$ cat src/rtl/constants.svh
// Shared build-time constants for the FIR datapath.
// Override on the command line with +define+DATA_WIDTH=... / +define+NUM_REGS=...
`ifndef CONSTANTS_SVH
`define CONSTANTS_SVH

`ifndef DATA_WIDTH
`define DATA_WIDTH 16
`endif

`ifndef NUM_REGS
`define NUM_REGS 8
`endif

`endif

$ cat src/rtl/sample_window_shift_pkg.sv
// Shared types and constants for the sample window shifter.
package sample_window_shift_pkg;
    `include "constants.svh"

    localparam int DEF_DATA_WIDTH = `DATA_WIDTH;
    localparam int DEF_NUM_REGS   = `NUM_REGS;
    localparam int FILL_W         = $clog2(`NUM_REGS + 1);

    typedef enum logic [1:0] {
        EMPTY,
        FILL,
        PRIMED,
        PENDING
    } win_state_t;
endpackage

$ cat src/rtl/sample_window_shift_if.sv
// Sample intake and parallel window handshake bundle.
interface sample_window_shift_if
    import sample_window_shift_pkg::*;
#(
    parameter int DATA_WIDTH = DEF_DATA_WIDTH,
    parameter int NUM_REGS   = DEF_NUM_REGS
);
    localparam int CNT_W = $clog2(NUM_REGS + 1);

    logic                  flush;
    logic [DATA_WIDTH-1:0] sampleIn;
    logic                  sampleValid;
    logic                  sampleReady;
    logic [DATA_WIDTH-1:0] pDataOut [0:NUM_REGS-1];
    logic                  windowValid;
    logic                  windowReady;
    logic [CNT_W-1:0]      fillCount;

    modport master (
        output flush, sampleIn, sampleValid, windowReady,
        input  sampleReady, pDataOut, windowValid, fillCount
    );

    modport slave (
        input  flush, sampleIn, sampleValid, windowReady,
        output sampleReady, pDataOut, windowValid, fillCount
    );
endinterface

$ cat src/rtl/sample_window_shift_tap_shift_reg.sv
// Tap shift register: tap[0] takes the new sample, older taps move up by one.
module tap_shift_reg
    import sample_window_shift_pkg::*;
#(
    parameter int DATA_WIDTH = DEF_DATA_WIDTH,
    parameter int NUM_REGS   = DEF_NUM_REGS
) (
    input  logic                  clk,
    input  logic                  rst,
    input  logic                  clear,
    input  logic                  shift_en,
    input  logic [DATA_WIDTH-1:0] din,
    output logic [DATA_WIDTH-1:0] taps [0:NUM_REGS-1]
);

    // NOTE: this array is reset on purpose; unfilled taps must read 0 downstream.
    always_ff @(posedge clk) begin
        if (rst || clear) begin
            for (int i = 0; i < NUM_REGS; i++) taps[i] <= '0;
        end else if (shift_en) begin
            // NOTE: non-blocking lets every tap read its neighbour's pre-edge value.
            taps[0] <= din;
            for (int i = 1; i < NUM_REGS; i++) taps[i] <= taps[i-1];
        end
    end

endmodule

$ cat src/rtl/sample_window_shift.sv
// Sample intake, fill tracking and window handshake around the tap shift register.
module sample_window_shift
    import sample_window_shift_pkg::*;
#(
    parameter int DATA_WIDTH = DEF_DATA_WIDTH,
    parameter int NUM_REGS   = DEF_NUM_REGS
) (
    input  logic                  clk,
    input  logic                  rst,
    sample_window_shift_if.slave  bus
);

    localparam int CNT_W = $clog2(NUM_REGS + 1);

    win_state_t       state_q, state_d;
    logic [CNT_W-1:0] fill_q;
    logic             accept;
    logic             shift_en;

    assign accept   = bus.sampleValid && bus.sampleReady;
    // Flush drops a simultaneous sample even though the producer sees it taken.
    assign shift_en = accept && !bus.flush;

    tap_shift_reg #(
        .DATA_WIDTH (DATA_WIDTH),
        .NUM_REGS   (NUM_REGS)
    ) u_taps (
        .clk      (clk),
        .rst      (rst),
        .clear    (bus.flush),
        .shift_en (shift_en),
        .din      (bus.sampleIn),
        .taps     (bus.pDataOut)
    );

    always_ff @(posedge clk) begin
        if (rst || bus.flush) begin
            state_q <= EMPTY;
        end else begin
            state_q <= state_d;
        end
    end

    always_ff @(posedge clk) begin
        if (rst || bus.flush) begin
            fill_q <= '0;
        end else if (accept && (fill_q != CNT_W'(NUM_REGS))) begin
            fill_q <= fill_q + 1'b1;
        end
    end

    // NOTE: state_d gets a default first so no path through the case infers a latch.
    always_comb begin
        state_d = state_q;
        unique case (state_q)
            EMPTY:   if (accept) state_d = FILL;
            FILL:    if (accept) state_d = (fill_q == CNT_W'(NUM_REGS - 1)) ? PENDING : FILL;
            PRIMED:  if (accept) state_d = PENDING;
            PENDING: if (bus.windowReady && !accept) state_d = PRIMED;
            default: state_d = EMPTY;
        endcase
    end

    // windowValid is a pure decode of the state register, so it is glitch-free and registered.
    always_comb begin
        bus.windowValid = (state_q == PENDING);
        bus.sampleReady = (state_q != PENDING) || bus.windowReady;
        bus.fillCount   = fill_q;
    end

endmodule

$ cat src/flat_wrapper.sv
// flat-port wrapper written by rule: the top's interface ports become plain ports
module sample_window_shift_flat import sample_window_shift_pkg::*;
#(
    parameter int DATA_WIDTH = DEF_DATA_WIDTH,
    parameter int NUM_REGS   = DEF_NUM_REGS
)
  (clk, rst, bus_flush, bus_sampleIn, bus_sampleValid, bus_windowReady, bus_sampleReady, bus_pDataOut, bus_windowValid, bus_fillCount);
  sample_window_shift_if #(.DATA_WIDTH(DATA_WIDTH), .NUM_REGS(NUM_REGS)) bus_i ();
  input  logic clk;
  input  logic rst;
  input wire logic [$bits(bus_i.flush)-1:0] bus_flush;
  input wire logic [$bits(bus_i.sampleIn)-1:0] bus_sampleIn;
  input wire logic [$bits(bus_i.sampleValid)-1:0] bus_sampleValid;
  input wire logic [$bits(bus_i.windowReady)-1:0] bus_windowReady;
  output wire logic [$bits(bus_i.sampleReady)-1:0] bus_sampleReady;
  output wire logic [$bits(bus_i.pDataOut)-1:0] bus_pDataOut;
  output wire logic [$bits(bus_i.windowValid)-1:0] bus_windowValid;
  output wire logic [$bits(bus_i.fillCount)-1:0] bus_fillCount;
  assign bus_i.flush = bus_flush;
  assign bus_i.sampleIn = bus_sampleIn;
  assign bus_i.sampleValid = bus_sampleValid;
  assign bus_i.windowReady = bus_windowReady;
  assign bus_sampleReady = bus_i.sampleReady;
  assign bus_pDataOut = {>>{bus_i.pDataOut}};
  assign bus_windowValid = bus_i.windowValid;
  assign bus_fillCount = bus_i.fillCount;
  sample_window_shift #(.DATA_WIDTH(DATA_WIDTH), .NUM_REGS(NUM_REGS)) u_core (.clk(clk), .rst(rst), .bus(bus_i));
endmodule
$ cat config.mk
export PLATFORM = sky130hd
export DESIGN_NAME = sample_window_shift_flat
export DESIGN_NICKNAME = d
export VERILOG_FILES = /design/src/rtl/sample_window_shift_pkg.sv /design/src/rtl/sample_window_shift_if.sv /design/src/rtl/sample_window_shift_tap_shift_reg.sv /design/src/rtl/sample_window_shift.sv /design/src/flat_wrapper.sv
export VERILOG_INCLUDE_DIRS = /design/src /design/src/rtl
export SDC_FILE = /design/constraint.sdc
export NUM_CORES = 1
export LEC_CHECK = 0
export ABC_AREA = 1
export BUFFER_PORTS_ARGS = -buffer_cell sky130_fd_sc_hd__buf_2
export CORE_MARGIN = 3
export CORE_UTILIZATION = 50
export DETAILED_ROUTE_END_ITERATION = 16
export HOLD_SLACK_MARGIN = 0.05
export PLACE_DENSITY = 0.79
export SYNTH_ARGS = -nofsm -noshare
export SYNTH_HDL_FRONTEND = slang
export SYNTH_SLANG_ARGS = --single-unit
$ cat constraint.sdc
create_clock -name clk -period 1.55 [get_ports clk]
set_input_delay 0.2325 -clock clk [delete_from_list [all_inputs] [get_ports clk]]
set_output_delay 0.2325 -clock clk [all_outputs]
set_load 0.05 [all_outputs]
* Yosys cells after proc, flatten, opt, wreduce, memory -nomap -nowiden
Cells that the tools add are included.
Widths: inputs -> output; s select.
** Storage, ports and cells
- Flip-flop bits (word level) :: 134
- Output and inout port bits :: 134
- Logic and storage cells :: 37
** Cells by class
- Add/subtract/negate cells :: 1
- Reductions and logical operators :: 10
- Multiplexer cells :: 6
- Equal/unequal tests :: 10
** Operators with widths (number)
- $mux 2 :: 5
- $ne 2x1->1 const B :: 4
- $pmux 2 s4 :: 1
- $add 4x1->4 const B :: 1
- $eq 2x2->1 const B :: 2
- $eq 4x3->1 const B :: 1
- $logic_and 1x1->1 :: 4
- $ne 4x4->1 const B :: 1
- $reduce_and 4->1 :: 1
- $eq 2x1->1 const B :: 1
- $logic_not 1->1 :: 2
- $logic_not 2->1 :: 1
- $logic_or 1x1->1 :: 2
- $ne 2x2->1 const B :: 1

* Depth between registers and ports, before layout
- Word-level depth :: 7
- Mapped depth :: 9
- Depth with buffers taken out :: 7

* Modules after synthesis
From an unflattened synthesis, not the netlist that was laid out.
** Unflattened totals
- Cell total of the unflattened synthesis :: 862
- Area total of the unflattened synthesis :: 5582.9 µm²
** Modules (own cells, without submodules)
- tap_shift_reg :: area an instance 5241.3 µm², seq. area each 2562.5 µm², cells an instance 811, instances 1
- sample_window_shift :: area an instance 341.6 µm², seq. area each 120.1 µm², cells an instance 51, instances 1

* Worst setup path after synthesis
OpenSTA, ideal clock, no wires.
- Kind :: flip-flop to flip-flop
- Start point :: register u_core.fill_q[0] (netlist: u_core.bus.fillCount[0])
- End point :: register u_core.fill_q[2] (netlist: u_core.bus.fillCount[2])
- Slack :: -0.002 ns
- Arrival :: 1.482 ns
- Cell stages (with the launch flop) :: 8
- Buffers on the path :: 0
- Setup time :: 0.070 ns
- Period minus slack after synthesis :: 1.552 ns
- Cell sequence :: dfxtp_1 inv_1 ha_1 nand3_1 inv_1 nor2_1 nand2_1 a21oi_1
** On the way
- Cells in the longest elaborated chain, start to end :: 2
- Elaborated cells between the ends (all ways) :: 3
- Classes of those cells :: add/sub (1); eq/ne (1); reduce/logical (1)
** RTL lines
- from (decl) :: RTL line sample_window_shift.sv:16 : logic [CNT_W-1:0] fill_q;
- from (signal assigned) :: RTL line sample_window_shift.sv:48 : fill_q <= fill_q + 1'b1;
- branches (longest 2 deep; another with $add 4x1->4)
Several ways; the timed one is not identified.
A chain may end at the register's enable or synchronous reset.

* Worst setup path in the final report
- Start point :: register u_core.fill_q[2] (netlist: u_core.bus.fillCount[2])
- End point :: output port bus_fillCount[2]
** RTL lines
- to (decl) :: RTL line flat_wrapper.sv:18 : output wire logic [$bits(bus_i.fillCount)-1:0] bus_fillCount;
No word-level cell between the ends.

==> results.md <==
- Routability-driven placement finished with a final weighted congestion of between 0.8 and 0.9.
- The width of the chip is ~100 µm.
- The arrival time of data at the critical path endpoint is ~1200 ps.
- Clock-pin slew was measured on the worst setup and hold paths at ~60 ps.
- The number of flops mapped to enable cells by yosys is 0.
- The wire length of the first global-routing pass is 21300 µm.
- The share of power burned in the clock network is around 44%.
- The detailed router finished its first iteration with 317 violations.
- The number of placement rows is 35.
- The die is 104 µm tall.
- The met1 wire length is 5600 µm.
- The maximum buffer depth of the clock tree is 2.
- The critical path launch point type is a flip-flop.
- The shortest period the worst path allows is about 1500 ps.
- Derived from the worst setup path, the maximum achievable clock frequency is between 600 and 700 MHz.
- The floorplan core area is 9330 µm².
- The fraction of the mapped netlist area in adder cells is less than 1%.
- Entering global routing, the biggest net connects around 110 pins.
- The met3 layer wire length in the routed design is a little under 1000 µm.
- The quantity of I/O buffers inserted on ports is between 150 and 200.
- Once the floorplan was initialized, standard cells occupied between 50 and 60% of the core.
- Net switching is 30.5% of the power.
- In the final layout, flip-flops and latches occupy about 2700 µm².
- The clock skew after layout is 7.80 ps.
- The layout overhead on the synthesized area is 30.1%.
- The number of endpoints with negative hold slack in the final report is 0.
- In the synthesized netlist, mux cells make up 0% of the area.
- The count of pins over their slew limit came to 0.
- The average wire per standard cell is roughly 14 µm.
- The layout cell share with drive strength beyond 1 is between 20% and 30%.
- Sequential cells were found to cover a little under three fifths of the synthesized design area.
- Clock latency on the worst-skew pair, taken at its later pin, is between 500 and 600 ps.
- The area of the multi-input gates is ~1800 µm².
- The post-synthesis async set-or-reset flop share is 0%.
- The type of the worst setup path is reg2out.
- At the pin with the least slew margin, the transition time is 381 ps.
- The slowest stage of the critical path belongs to the cell dfxtp_1.
- The H-tree generated during clock tree synthesis spans 4 levels.
- Of all cell types, the one taking the most synthesized area is dfxtp_1.
- The half-perimeter wire length after placement is approximately 8100 µm.
- After detailed routing, the number of remaining DRC violations is 0.
- The area fraction in and, or, nand and nor cells after synthesis is 22.1%.
- Setup violations remaining at the end of the flow were counted as 0.
- Of the post-synthesis cell area, the dominant cell type holds 55.3%.
- STA puts the critical path data required time at between 1000 and 1500 ps.
- The dominant combinational cell family by area after synthesis is simple AND/OR/NAND/NOR gates.
- The leakage power summed over all cells is approximately 3.2 nW.
- Sorting the synthesized cells by how often they occur yields 258 x nor2_1, 134 x dfxtp_1, 107 x o21ai_0.
- The flop and latch count out of synthesis is between 100 and 150.
- The share of total power in sequential cells is 42.6%.
- The setup total negative slack is 0 ps.
- Hold timing on the final database bottoms out at a slack of 76.3 ps.
- For this run, the slowest stage of the critical path takes approximately 430 ps.
- The top flip-flop cell by instance count after synthesis is dfxtp_1.
- Buffers inserted during clock tree synthesis total 17.
- Buffers added to address setup during post-CTS repair amount to 0.
- Once placement completed, the tool counted placed cells totaling 853.
- For flop-to-flop paths, the worst setup slack is ~140 ps.
- The number of antenna violations at the first check in global routing is 0.
- The mapped netlist covers 4850 µm².
- The critical path goes through buf_2.
- The leading cell type by number of instances after synthesis is nor2_1.
- The startpoint of the worst hold path is bus_windowReady.
- The number of top-level pins is 155.
- During synthesis, Yosys emitted a total of 0 warnings.
- The final period utilization is 95.2%.
- Summing the areas of all compound-gate instances in the mapped netlist gives 13.9% of the synthesized area.
- In this run the worst path has a maximum fanout of 6.
- The total overflow reported by the global router is 0.
- After Yosys synthesis, XOR and XNOR cells account for less than 1% of the synthesized area.
- The flow ran to the end, and the final reports show no timing, DRC or antenna violations.
- The detailed-routed wire length on met2 is slightly above 6000 µm.
- The synthesized netlist contains 23 unique library cells.
- The gate count of the mapped netlist is between 600 and 700.
- The power per cell area is ~1400 nW/µm².
- The number of standard cells in the final layout excluding fillers is 902.
- Yosys attributes the largest share of cell area to dfxtp_1 55%, nor2_1 20%, o21ai_0 11%, buf_8 3.1%, o21ai_1 2.3%.
- The largest delay contributor family on the critical path is flip-flops.
- IR analysis of the VDD net gives a maximum drop of just over 0.9 mV.
- The path class of the lowest-slack min-delay path is in2reg.
- The element type at the critical path end is a primary output.
- TritonCTS built the clock tree.
- Cells fill about two thirds of the core in the end.
- Counting every sink on the clock net gives between 100 and 150.
- In this run the critical register-to-register path is launched from u_core.state_q[1].
- The number of buffers and inverters on the critical path is 1.
- In the routed layout, each cell is associated on average with a via count of 5.11.
- In this run the remaining antenna-violating nets after routing total 0.
- In this run the power spent charging and discharging nets is approximately 2.7 mW.
- The total routing usage reported by global routing is 23.7%.
- The internal power of the cells totals a little over 6 mW.
- The highest metal layer with signal wires is met4.
- The number of filler cells placed in the layout is roughly 760.
- The share of total power dissipated in combinational logic is 13.2%.
- Synthesis produced a netlist with a net count of 628.
- The relative max-transition margin is approximately three quarters.
- The critical path starts at u_core.bus.fillCount[2].
- In this run the mean area of a mapped cell was 8.02 µm².
- The vias after detailed routing is around 4600.
- CTS placed an instance of clkbuf_8 at the clock tree root.
- The final layout net count is 783.
- The count of TritonRoute iterations in the first routing pass is 5.
- The routed wire length is roughly 13000 µm.
- The antenna diode instance count is 0.
- The via count of the first global-routing pass is 4369.
- Across the run, the number of max-cap violations was 0.
- The overall die area is approximately 11000 µm².
[repair_timing]
| item | CTS | global route |
|---|---|---|
| resized for setup | 0 | 2 |
| endpoints found under the setup margin | 0 | 5 |
| hold buffers | 17 | 0 |
| hold endpoints to repair | 17 | 0 |
[worst min-delay path: cells and delay by family]
family	cells	cell delay, ps
compound gates	2	200
buf+inv	2	120
[per-layer routing]
metal / up-vias / GRT usage (%)
li1: 2247 / -
met3: 20 / 6.83
met2: 180 / 38.5
met1: 2160 / 30.2
met4: 0 / 7.79
met5: - / 0
[flip-flops by register name (all words and copies together) (netlist names)]
| name | cells |
|---|---|
| u_core.state_q | 2 |
| u_core.u_taps.taps | 128 |
| u_core.bus.fillCount | 4 |
[metrics by stage]
step                      power, mW  area, µm²  setup slack (ps)
final                          8.74       6310              74.1
after global routing           9.06       6310           -0.0584
after CTS                      8.78       6310              36.4
after detailed placement       4.91       5570               150
after global placement         4.89       5570               220
after floorplan                4.66       4850              48.4
[path summary, 6_finish.rpt]
check / endpoint / cells after the start
hold / removal: u_core.state_q[0] / 4
setup / recovery: bus_fillCount[2] / 1
hold reg to reg: u_core.state_q[0] / 2
setup reg to reg: u_core.u_taps.taps[16] / 7
[layout by cell type (no fill, tap or decap)]
| master | n |
|---|---|
| dlygate4sd3_1 | 17 |
| dfxtp_1 | 132 |
| nor2_4 | 1 |
| buf_4 | 2 |
| nand2_2 | 1 |
| nor3_1 | 1 |
| nand3_2 | 1 |
| inv_1 | 11 |
| nand3_1 | 3 |
| dfxtp_2 | 2 |
| a21oi_1 | 6 |
| clkbuf_4 | 1 |
| inv_8 | 4 |
| xor2_1 | 1 |
| nand2_4 | 1 |
| o21ai_1 | 22 |
| clkbuf_8 | 1 |
| buf_2 | 153 |
| clkinvlp_4 | 2 |
| clkinv_4 | 1 |
| bufinv_16 | 1 |
| nor2_1 | 257 |
| inv_6 | 6 |
| nand4_1 | 1 |
| o21ai_0 | 107 |
| ha_1 | 2 |
| buf_12 | 5 |
| clkbuf_16 | 16 |
| clkinv_2 | 2 |
| nand2_1 | 13 |
[cell type report]
type / count / area share [%]
Clock buffer: 17 / 6.56
Clock inverter: 15 / 2.48
Inverter: 12 / 0.734
Multi-Input combinational cell: 417 / 28.3
Sequential cell: 134 / 42.6
Tap cell: 129 / 2.56
Timing Repair Buffer: 178 / 16.8
[cell families (layout without fill, tap and decap cells)]
logic type	Yosys count	after routing
simple gates	279	279
compound gates	135	135
flops	134	134
buf+inv	54	222
fa+ha+maj	2	2
xor+xnor	1	1
[power by group through the flow]
stage / Sequential (mW) / Combinational (mW) / Clock [mW]
CTS: 3.72 / 1.15 / 3.90
finish: 3.72 / 1.16 / 3.86
detailed placement: 3.79 / 1.11 / 0
global placement: 3.79 / 1.10 / 0
floorplan: 4.30 / 0.366 / 0
global route: 3.74 / 1.24 / 4.08
Power figures use the tool's default switching activity.
